--- config.mk ---
export PLATFORM = sky130hd
export DESIGN_NAME = cache_lru_recorder
export DESIGN_NICKNAME = d
export VERILOG_FILES = /design/src/rtl/sm4_encryptor_pkg.sv /design/src/rtl/priority_encoder.sv /design/src/rtl/cache_lru_recorder.sv
export SDC_FILE = /design/constraint.sdc
export NUM_CORES = 1
export LEC_CHECK = 0
export ABC_AREA = 1
export CAP_MARGIN = 20
export CELL_PAD_IN_SITES_DETAIL_PLACEMENT = 0
export CELL_PAD_IN_SITES_GLOBAL_PLACEMENT = 1
export CORE_ASPECT_RATIO = 0.7
export CORE_MARGIN = 10
export CORE_UTILIZATION = 34
export CTS_BUF_LIST = sky130_fd_sc_hd__clkbuf_8 sky130_fd_sc_hd__clkbuf_16
export CTS_CLUSTER_SIZE = 24
export DETAILED_ROUTE_END_ITERATION = 16
export PLACE_DENSITY_LB_ADDON = 0.12
export SLEW_MARGIN = 10
export SYNTH_ARGS = -nofsm -noshare
export SYNTH_HDL_FRONTEND = slang
export SYNTH_SLANG_ARGS = --single-unit
--- constraint.sdc ---
create_clock -name clk_i -period 2.5 [get_ports clk_i]
set_clock_uncertainty 0.2 [all_clocks]
set_input_delay 0.375 -clock clk_i [delete_from_list [all_inputs] [get_ports clk_i]]
set_output_delay 0.375 -clock clk_i [all_outputs]
set_load 0.02 [all_outputs]
--- src/rtl/sm4_encryptor_pkg.sv ---
// Shared constants for the SM4 encryptor key cache.
package sm4_encryptor_pkg;

    localparam int cache_ways_c  = 4;
    localparam int cache_idx_w_c = $clog2(cache_ways_c);

endpackage

--- src/rtl/priority_encoder.sv ---
// Lowest-index-wins priority encoder with a valid flag.
module priority_encoder #(
    parameter int width_p = 4,
    localparam int out_w_lp = $clog2(width_p)
) (
    input  logic [width_p-1:0]  i,
    output logic [out_w_lp-1:0] o,
    output logic                v_o
);

    // Scan from the top so the lowest set bit is the last one written.
    always_comb begin
        o   = '0;
        v_o = |i;
        for (int k = width_p - 1; k >= 0; k--) begin
            if (i[k]) begin
                o = out_w_lp'(k);
            end
        end
    end

endmodule

--- src/rtl/cache_lru_recorder.sv ---
// True-LRU recency stack for the key cache, plus hit-vector encoding.
module cache_lru_recorder
    import sm4_encryptor_pkg::*;
#(
    parameter int ways_p = cache_ways_c,
    localparam int idx_w_lp = $clog2(ways_p)
) (
    input  logic                clk_i,
    input  logic                reset_i,
    input  logic [idx_w_lp-1:0] access1_i,
    input  logic                v1_i,
    input  logic [idx_w_lp-1:0] access2_i,
    input  logic                v2_i,
    output logic [idx_w_lp-1:0] replace_which_o,
    input  logic [ways_p-1:0]   hit_i,
    output logic [idx_w_lp-1:0] hit_idx_o,
    output logic                any_hit_o
);

    logic [ways_p-1:0][idx_w_lp-1:0] stack_q;
    logic [ways_p-1:0][idx_w_lp-1:0] stack_mid;
    logic [ways_p-1:0][idx_w_lp-1:0] stack_nxt;
    logic [ways_p-1:0]               match2;
    logic [ways_p-1:0]               match1;
    logic [ways_p-1:0]               shift2;
    logic [ways_p-1:0]               shift1;

    // Event 2 moves first, then event 1 acts on the result so it ends as MRU.
    for (genvar g = 0; g < ways_p; g++) begin : g_shift
        assign match2[g] = (stack_q[g] == access2_i);
        assign match1[g] = (stack_mid[g] == access1_i);
        assign shift2[g] = v2_i & (|match2[g:0]);
        assign shift1[g] = v1_i & (|match1[g:0]);

        if (g == ways_p - 1) begin : g_top
            assign stack_mid[g] = shift2[g] ? access2_i : stack_q[g];
            assign stack_nxt[g] = shift1[g] ? access1_i : stack_mid[g];
        end else begin : g_body
            assign stack_mid[g] = shift2[g] ? stack_q[g+1]   : stack_q[g];
            assign stack_nxt[g] = shift1[g] ? stack_mid[g+1] : stack_mid[g];
        end
    end

    always_ff @(posedge clk_i or posedge reset_i) begin
        if (reset_i) begin
            for (int k = 0; k < ways_p; k++) begin
                stack_q[k] <= idx_w_lp'(k);
            end
        end else begin
            stack_q <= stack_nxt;
        end
    end

    assign replace_which_o = stack_q[0];

    priority_encoder #(
        .width_p(ways_p)
    ) hit_encoder (
        .i   (hit_i),
        .o   (hit_idx_o),
        .v_o (any_hit_o)
    );

endmodule

==> flow_results.org, run 1 <==
** Synth
- After synthesis, the share of flip-flops with an asynchronous set or reset is 1.00.
- Sorting the synthesized cells by area gives the leading types as sky130_fd_sc_hd__nand2_1 26%, sky130_fd_sc_hd__nand3_1 17%, sky130_fd_sc_hd__dfstp_2 12%.
- Counting flops with a built-in enable in the synthesized netlist gives 0.
- After synthesis, the mean cell area works out to 5.80 µm².
- The number of nets in the synthesized netlist is 167.
- Dominant cell type by area after synthesis :: sky130_fd_sc_hd__nand2_1
- Most common cell in the netlist :: sky130_fd_sc_hd__nand2_1
- For this run, the leading register cell type out of synthesis is sky130_fd_sc_hd__dfstp_2.
- Synthesis handed over a netlist of roughly 160 instances.
- By count the netlist is led by 63 x sky130_fd_sc_hd__nand2_1, 30 x sky130_fd_sc_hd__nand3_1, 17 x sky130_fd_sc_hd__inv_1, 8 x sky130_fd_sc_hd__nor2_1.
- The synthesized netlist occupies a cell area of approximately 900 µm².
- Yosys printed 0 warnings.
- Of the synthesized area, sequential elements account for 0.228.
- Netlist cell types :: 20
- Of the post-synthesis cell area, the dominant cell type holds 0.263.
- Post-synthesis sequential element count :: 8

** Timing
- Total negative slack for setup checks :: 0 ns
- Slew Limit Headroom :: 0.774
- Max Clock Freq :: around 440 MHz
- The worst path in the final design needs a cycle of 2.26 ns, including I/O delays and setup.
- Setup repair after global routing left no endpoint under its margin.
- For the pin with the worst max-slew slack, the measured transition is 0.338 ns.
- Of the available clock period, the critical path in the final layout requires 0.903.
- Setup violations remaining at the end of the flow were counted as 0.
- Final Hold Fails :: 0
- Slew Limit Fails :: 0
- Post-route setup slack :: around 0.24 ns

** Layout
- From synthesis to final layout, the design area changed by 37.5%.
- Register cell area after layout :: around 200 µm²
- Count of filler cells inserted in the layout :: between 200 and 300
- The final layout contains 199 nets.
- Layout cells sized above 1 :: 0.188
- The repair_antennas step left the layout with diodes totalling 0.
- Leaving out filler cells and counting taps, the final layout contains 220.
- Once layout is complete, the utilization of the core stands at 0.495.
- In the final layout, the multi-input gates occupy around 600 µm².

** Floorplanning
- Number of primary I/O pins :: 17
- From bottom edge to top edge, the die measures 63.0 µm.
- FP Rows :: 15
- Starting utilization of the core area :: 0.360
- The die covers between 0.005 and 0.006 mm².
- Horizontal extent of the die :: 81.4 µm
- Area inside the core boundary :: ~0.0025 mm²

** Power and ir drop
- Largest vdd supply drop :: 456 µV
- Reported net switching power :: between 600 and 700 µW
- Internal power :: roughly 710 µW
- Static leakage :: around 0.7 nW
- Of the total power, combinational logic draws 0.677.
- Of the total power, registers draw 0.207.
- Power per standard cell area :: between 1000 and 1500 mW/mm²
- The share of total power dissipated in the clock network is 0.116.
- Of the total power, the share spent switching nets is 0.495.

** Setup path
- Crit path DAT :: between 1.5 and 2 ns
- The worst register-to-register path ends at stack_q[3].
- Worst path cell trace :: clkdlybuf4s50_1, nor2_1, nor3_1, clkdlybuf4s50_1
- Measured in cells, the most critical reg-to-reg path has a length of 14.
- Largest delay share family, worst path :: buffers and inverters
- Kind of critical path :: in2out
- For the worst setup path, the data required time is roughly 1.9 ns.
- STA classifies the critical path startpoint as an input pin.
- The startpoint identified for the worst register-to-register timing path is replace_which_o[0].
- Across all register-to-register paths, the minimum setup slack is between 0.4 and 0.5 ns.
- Worst setup EP type :: primary output
- The number of buffers and inverters on the critical path is 2.
- Critical path's most frequent cell :: sky130_fd_sc_hd__clkdlybuf4s50_1
- The largest single stage delay on the critical path is 0.64 ns.
- Cell at the slowest stage of the critical path :: sky130_fd_sc_hd__clkdlybuf4s50_1
- Maximum fanout count along the critical path :: 2

** Drt
- Summed over all nets, wire length on met3 after detailed routing comes to 318 µm.
- After detailed routing, the number of remaining DRC violations is 0.
- Wire length on met1 :: ~1400 µm
- Overall via count from detail_route :: approximately 1100
- The first routing iteration left between 100 and 150 violations.
- Pre-Repair DR Iteration Count :: 4
- The routed design uses about 1100 µm of met2 wire.
- Per-cell routed wire length :: 13.0 µm
- Wires add up to ~2900 µm.
- Once detail routing completed, the nets flagged for antenna violations numbered 0.
- Highest signal layer in the routed design :: met3
- After detailed routing, the number of vias per cell comes to slightly below 5.

** Clocking
- CTS sink count :: 8
- The root buffer cell chosen for the clock tree is sky130_fd_sc_hd__clkbuf_8.
- At the later pin of the worst-skew pair, clock insertion delay measures 0.23 ns.
- Depth of the CTS H-tree :: 1
- Number of CTS-inserted buffers :: 3
- In this run the post-CTS setup repair buffer count came out at 0.
- Clock tree from TritonCTS :: done
- Register clock-pin slew on the reported worst setup and hold paths :: around 0.050 ns
- The clock passes through at most 2 buffers.
- After clock tree synthesis, the flow added hold-fix buffers numbering 0.

** GRT
- For this run, the total global-route usage over all layers was measured as 0.117.
- The via count of the first global-routing pass came to roughly 1000.
- Entering global routing, the biggest net connects 11 pins.
- Total global routing overflow :: 0
- The initial antenna violation count is 0.
- Global-route wire length before repair :: 4880 µm

** Placement
- RD Place Congestion :: 0.940
- OpenSTA, run right after detailed placement, puts the worst setup slack at -0.0579 ns.
- Number of placed instances, taps included :: between 200 and 250
- Post-DP HPWL :: between 2000 and 2500 µm
- Count of port buffers added during placement :: 16

** Status
- Run status :: completed

** Hold path
- The min-delay analysis places its worst path in the category in2async.

** Run
- Max-capacitance violation count :: 0
## area by class of cell
class                   instances  share of cell area
clock buffers                   3              0.0334
clock inverters                 1             0.00304
inverters                      19              0.0578
multi-input cells             125               0.486
flip-flops and latches          8               0.166
well taps                      34              0.0344
repair buffers                 30               0.219
## cells by family (layout without fill, tap and decap cells)
| group | after synthesis | after routing | synth area share |
|---|---|---|---|
| and+or+nand+nor | 115 | 115 | 0.591 |
| buffers and inverters | 22 | 53 | 0.109 |
| AOI/OAI and AO/OA | 8 | 8 | 0.0529 |
| DFF | 8 | 8 | 0.228 |
| xor gates and xnor gates | 2 | 2 | 0.0195 |
## sequential cells by signal, indices dropped and copies added, names as in the netlist
register         cells
stack_q              6
replace_which_o      2
## power groups by stage
stage	registers [mW]	logic, mW	clock network [mW]
after global routing	0.300	1.08	0.180
after floorplan	0.266	0.647	0
after detailed placement	0.294	0.924	0
final	0.292	0.956	0.164
after CTS	0.292	0.942	0.167
after global placement	0.297	0.940	0
## per-stage QoR
stage	power (mW)	cell area, µm²	hold WS (ns)
CTS	1.40	1220	0.206
global route	1.56	1230	0.234
global placement	1.24	1180	0.448
floorplan	0.913	898	-0.0122
finish	1.41	1230	0.199
detailed placement	1.22	1180	0.455
## cells in the final DEF (no fill, tap or decap)
cell	Yosys	final
sky130_fd_sc_hd__nand2_2	3	3
sky130_fd_sc_hd__a21oi_1	4	4
sky130_fd_sc_hd__buf_4	2	14
sky130_fd_sc_hd__nand2_4	1	1
sky130_fd_sc_hd__dfstp_2	4	4
sky130_fd_sc_hd__o21ai_0	2	2
sky130_fd_sc_hd__dlymetal6s2s_1	0	2
sky130_fd_sc_hd__inv_2	2	2
sky130_fd_sc_hd__nor2_2	1	1
sky130_fd_sc_hd__a21oi_2	2	2
sky130_fd_sc_hd__nand3_2	3	4
sky130_fd_sc_hd__clkbuf_8	0	3
sky130_fd_sc_hd__xnor2_1	2	2
sky130_fd_sc_hd__nor3_1	1	1
sky130_fd_sc_hd__nor2_1	8	8
sky130_fd_sc_hd__nand3_1	30	29
sky130_fd_sc_hd__nand2_1	63	63
sky130_fd_sc_hd__nand4_1	4	4
sky130_fd_sc_hd__nand3_4	1	1
sky130_fd_sc_hd__dfrtp_1	4	4
sky130_fd_sc_hd__inv_1	17	18
sky130_fd_sc_hd__clkdlybuf4s50_1	0	14
## worst max-delay path by stage
stage	cells past startpoint	to	from	slack [ns]
floorplan	10	stack_q[4]	stack_q[5]	0.70
global placement	15	stack_q[3]	access2_i[0]	-0.07
detailed placement	14	stack_q[3]	access2_i[0]	-0.06
CTS	15	stack_q[5]	access2_i[0]	0.17
global route	14	stack_q[3]	v2_i	0.11
finish	4	hit_idx_o[1]	hit_i[3]	0.24
## what timing repair did
| item | 4_1_cts | 5_1_grt |
|---|---|---|
| setup endpoints to repair | 0 | 8 |
| hold endpoints to repair | 0 | 0 |
| resized for setup | 0 | 3 |
## per-layer routing
| layer | global-route usage | vias to the layer above |
|---|---|---|
| li1 | - | 558 |
| met1 | 0.174 | 476 |
| met2 | 0.151 | 56 |
| met3 | 0.0460 | 0 |
| met4 | 0.0172 | 0 |
| met5 | 0 | - |
(Power assumes the default switching activity.)
==> inputs of run 2 (changes only) <==
==> constraint.sdc (replaced) <==
create_clock -name clk_i -period 2.1 [get_ports clk_i]
set_clock_uncertainty 0.2 [all_clocks]
set_input_delay 0.315 -clock clk_i [delete_from_list [all_inputs] [get_ports clk_i]]
set_output_delay 0.315 -clock clk_i [all_outputs]
set_load 0.02 [all_outputs]
==> flow_results.org, run 2 (synthesized netlist as in run 1, its figures left out) <==
** Clocking
- The post-cts hold buffer count came to 0 (unchanged).
- Clock tree from TritonCTS :: done
- CTS placed an instance of sky130_fd_sc_hd__clkbuf_8 at the clock tree root.
- The number of clock sinks is 8 (unchanged).
- The maximum clock path buffer count is 2 (unchanged).
- Register clock-pin slew on the reported worst setup and hold paths :: 0.05 ns (about the same)
- Clock network latency to the later pin of the worst-skew pair :: 0.24 ns (about the same)
- The number of CTS-inserted buffers came to 3 (unchanged).
- The level count of the clock H-tree came to 1 (unchanged).

** Placement
- The final weighted congestion in routability-driven placement is 0.870 (-7.4%).
- The number of I/O port buffers was 16 (unchanged).
- The total half-perimeter wirelength after legalization and detailed placement is 2390 µm (+3.5%).
- Worst setup slack after placement :: -0.390 ns (-0.332 ns)

** Floorplanning
- Die height :: 63.0 µm (unchanged)
- The width of the die came to 81.4 µm (unchanged).
- The starting density of the core came to 0.360 (unchanged).
- Overall die area :: 0.00513 mm² (unchanged)
- Area inside the core boundary :: 0.00250 mm² (unchanged)
- FP Rows :: 15 (unchanged)
- The top-level port count was 17 (unchanged).

** GRT
- The overall track demand over capacity in global routing came to 0.117 (about the same).
- Number of antenna violations at the first check in global routing :: 0 (unchanged)
- The wire length of the first global-routing pass came to 4820 µm (-1.1%).
- Total global routing overflow :: 0 (unchanged)
- The pin count of the biggest net entering global routing is 10 (-1).
- Number of global-route vias before repair :: 1012 (-2.8%)

** Layout
- The final net count came to 212 (+6.5%).
- The library cell used most frequently in the layout, excluding fill and tap cells, is sky130_fd_sc_hd__nand2_1.
- Most frequent cells in the layout :: 57 x sky130_fd_sc_hd__nand2_1, 26 x sky130_fd_sc_hd__nand3_1, 24 x sky130_fd_sc_hd__buf_4, 13 x sky130_fd_sc_hd__inv_1, 10 x sky130_fd_sc_hd__clkdlybuf4s50_1
- Layout cells sized above 1 :: 0.342 (+0.154)
- From synthesis to final layout, the design area changed by 57.7%.
- Finished Core Util :: 0.567 (+0.0727)
- More flip-flops sit in one register than any other, and that register is stack_q.
- Largest register FFs :: 6 (unchanged)
- The final antenna diode count was 0 (unchanged).
- Count of filler cells inserted in the layout :: 254 (-0.39%)

** Setup path
- The arrival time at the worst endpoint is 1.96 ns (+0.28 ns).
- The reg-to-reg setup timing slack came to 0.10 ns (-0.34 ns).
- Cells on worst reg2reg path :: 14 (unchanged)
- CP Launch Type :: flop
- Reg2reg end :: stack_q[6]
- Maximum fanout count along the critical path :: 5 (+3)
- Kind of critical path :: reg2reg
- Worst setup EP type :: flop
- In this run the critical register-to-register path is launched from replace_which_o[1].
- Req. time, crit path :: 2.07 ns (+0.15 ns)

** Drt
- The average routed wire per standard cell was 13.5 µm (+3.9%).
- DRC viols :: 0 (unchanged)
- Number of antenna-violating nets in the routed design :: 0 (unchanged)
- The detailed-routing iteration count for the pre-antenna-repair pass is 4 (unchanged).
- Overall via count from detail_route :: 1184 (+8.6%)
- Detailed Route Iter0 Violations :: 68 (-41%)
- The routed wire length is 3150 µm (+10%).
- Vias per cell :: 5.08 (+2.6%)

** Power and ir drop
- The largest voltage drop on the vdd net was 719 µV (+58%).
- The total power is 1.92 mW (+36%).
- The leakage power summed over all cells came to 0.754 nW (+9.9%).
- Power per standard cell area :: 1360 mW/mm² (+19%)

** Timing
- # setup viols final :: 0 (unchanged)
- The number of slew-limit violations in the final report was 0 (unchanged).
- The actual slew at the worst max-slew pin is 0.340 ns (+0.00190 ns).
- Time the worst path needs with I/O delays and setup :: about 2 ns
- The post-route worst hold slack is 0.130 ns (-0.0694 ns).
- In the finished design, the share of the clock period the worst path needs comes to 0.951.
- The normalized max-slew margin came to 0.773 (-0.00127).
- Max Clock Freq :: around 500 MHz
- Final Hold Fails :: 0 (unchanged)
- The post-route worst setup slack is 0.103 ns (-0.138 ns).

** Run
- Max-capacitance violation count :: 0 (unchanged)

** Hold path
- The tightest min-delay check is of the in2async type.

** Status
- The flow ran to the end, and the final reports show no timing, DRC or antenna violations.
run 2: critical path, cell delays in order (launching register included):
cell                      delay [ns]
sky130_fd_sc_hd__dfrtp_1        0.38
sky130_fd_sc_hd__inv_1          0.09
sky130_fd_sc_hd__nand2_1        0.09
sky130_fd_sc_hd__nand2_4        0.13
sky130_fd_sc_hd__nand3_4        0.13
sky130_fd_sc_hd__buf_4          0.15
sky130_fd_sc_hd__buf_4          0.12
sky130_fd_sc_hd__nand4_1        0.10
sky130_fd_sc_hd__nand2_1        0.09
sky130_fd_sc_hd__nand2_1        0.07
sky130_fd_sc_hd__nand2_1        0.06
sky130_fd_sc_hd__nand2_1        0.07
sky130_fd_sc_hd__nand3_1        0.10
sky130_fd_sc_hd__nand3_1        0.09
sky130_fd_sc_hd__nand2_1        0.05
run 2: power breakdown:
| part | total [mW] | internal, mW | switching (mW) | leakage (nW) |
|---|---|---|---|---|
| Clock | 0.205 | 0.128 | 0.0769 | 0.0269 |
| Sequential | 0.354 | 0.266 | 0.0876 | 0.0880 |
| Combinational | 1.36 | 0.574 | 0.789 | 0.640 |
run 2: what timing repair did:
item                       4_1_cts  5_1_grt
pin swaps                        2        8
setup endpoints to repair        9       10
resized for setup                7       29
buffers inserted                 1        4
cloned                           1        1
run 2: how the worst max path moves through the flow:
stage                                  start                  to  cells past startpoint
final                     replace_which_o[1]          stack_q[6]                     14
after global routing              stack_q[3]          stack_q[4]                     15
after CTS                               v2_i          stack_q[3]                     14
after detailed placement        access2_i[0]  replace_which_o[1]                     13
after global placement          access2_i[0]          stack_q[4]                     16
after floorplan                   stack_q[5]          stack_q[4]                     10
run 2: layout make-up:
type                            count  area (µm²)  area share
Inverter                           19        73.8      0.0521
Clock inverter                      1        3.75     0.00265
Clock buffer                        3        41.3      0.0292
Timing Repair Buffer               41         352       0.248
Multi-Input combinational cell    127         697       0.492
Tap cell                           34        42.5      0.0300
Sequential cell                     8         206       0.146
run 2: per-stage QoR:
| step | TNS (ns) | cells | area [µm²] |
|---|---|---|---|
| 6_report | 0 | 233 | 1420 |
| 5_1_grt | -0.109 | 233 | 1420 |
| 4_1_cts | -0.00908 | 228 | 1300 |
| 3_5_place_dp | -2.88 | 222 | 1220 |
| 3_3_place_gp | -2.57 | 222 | 1220 |
| 2_1_floorplan | 0 | 155 | 898 |
run 2: metal layers:
| layer | vias up | routed length [µm] | global-route usage |
|---|---|---|---|
| met4 | 0 | 34 | 0.0323 |
| li1 | 592 | - | - |
| met1 | 549 | 1530 | 0.164 |
| met2 | 39 | 1320 | 0.149 |
| met3 | 4 | 262 | 0.0575 |
| met5 | - | 0 | 0 |
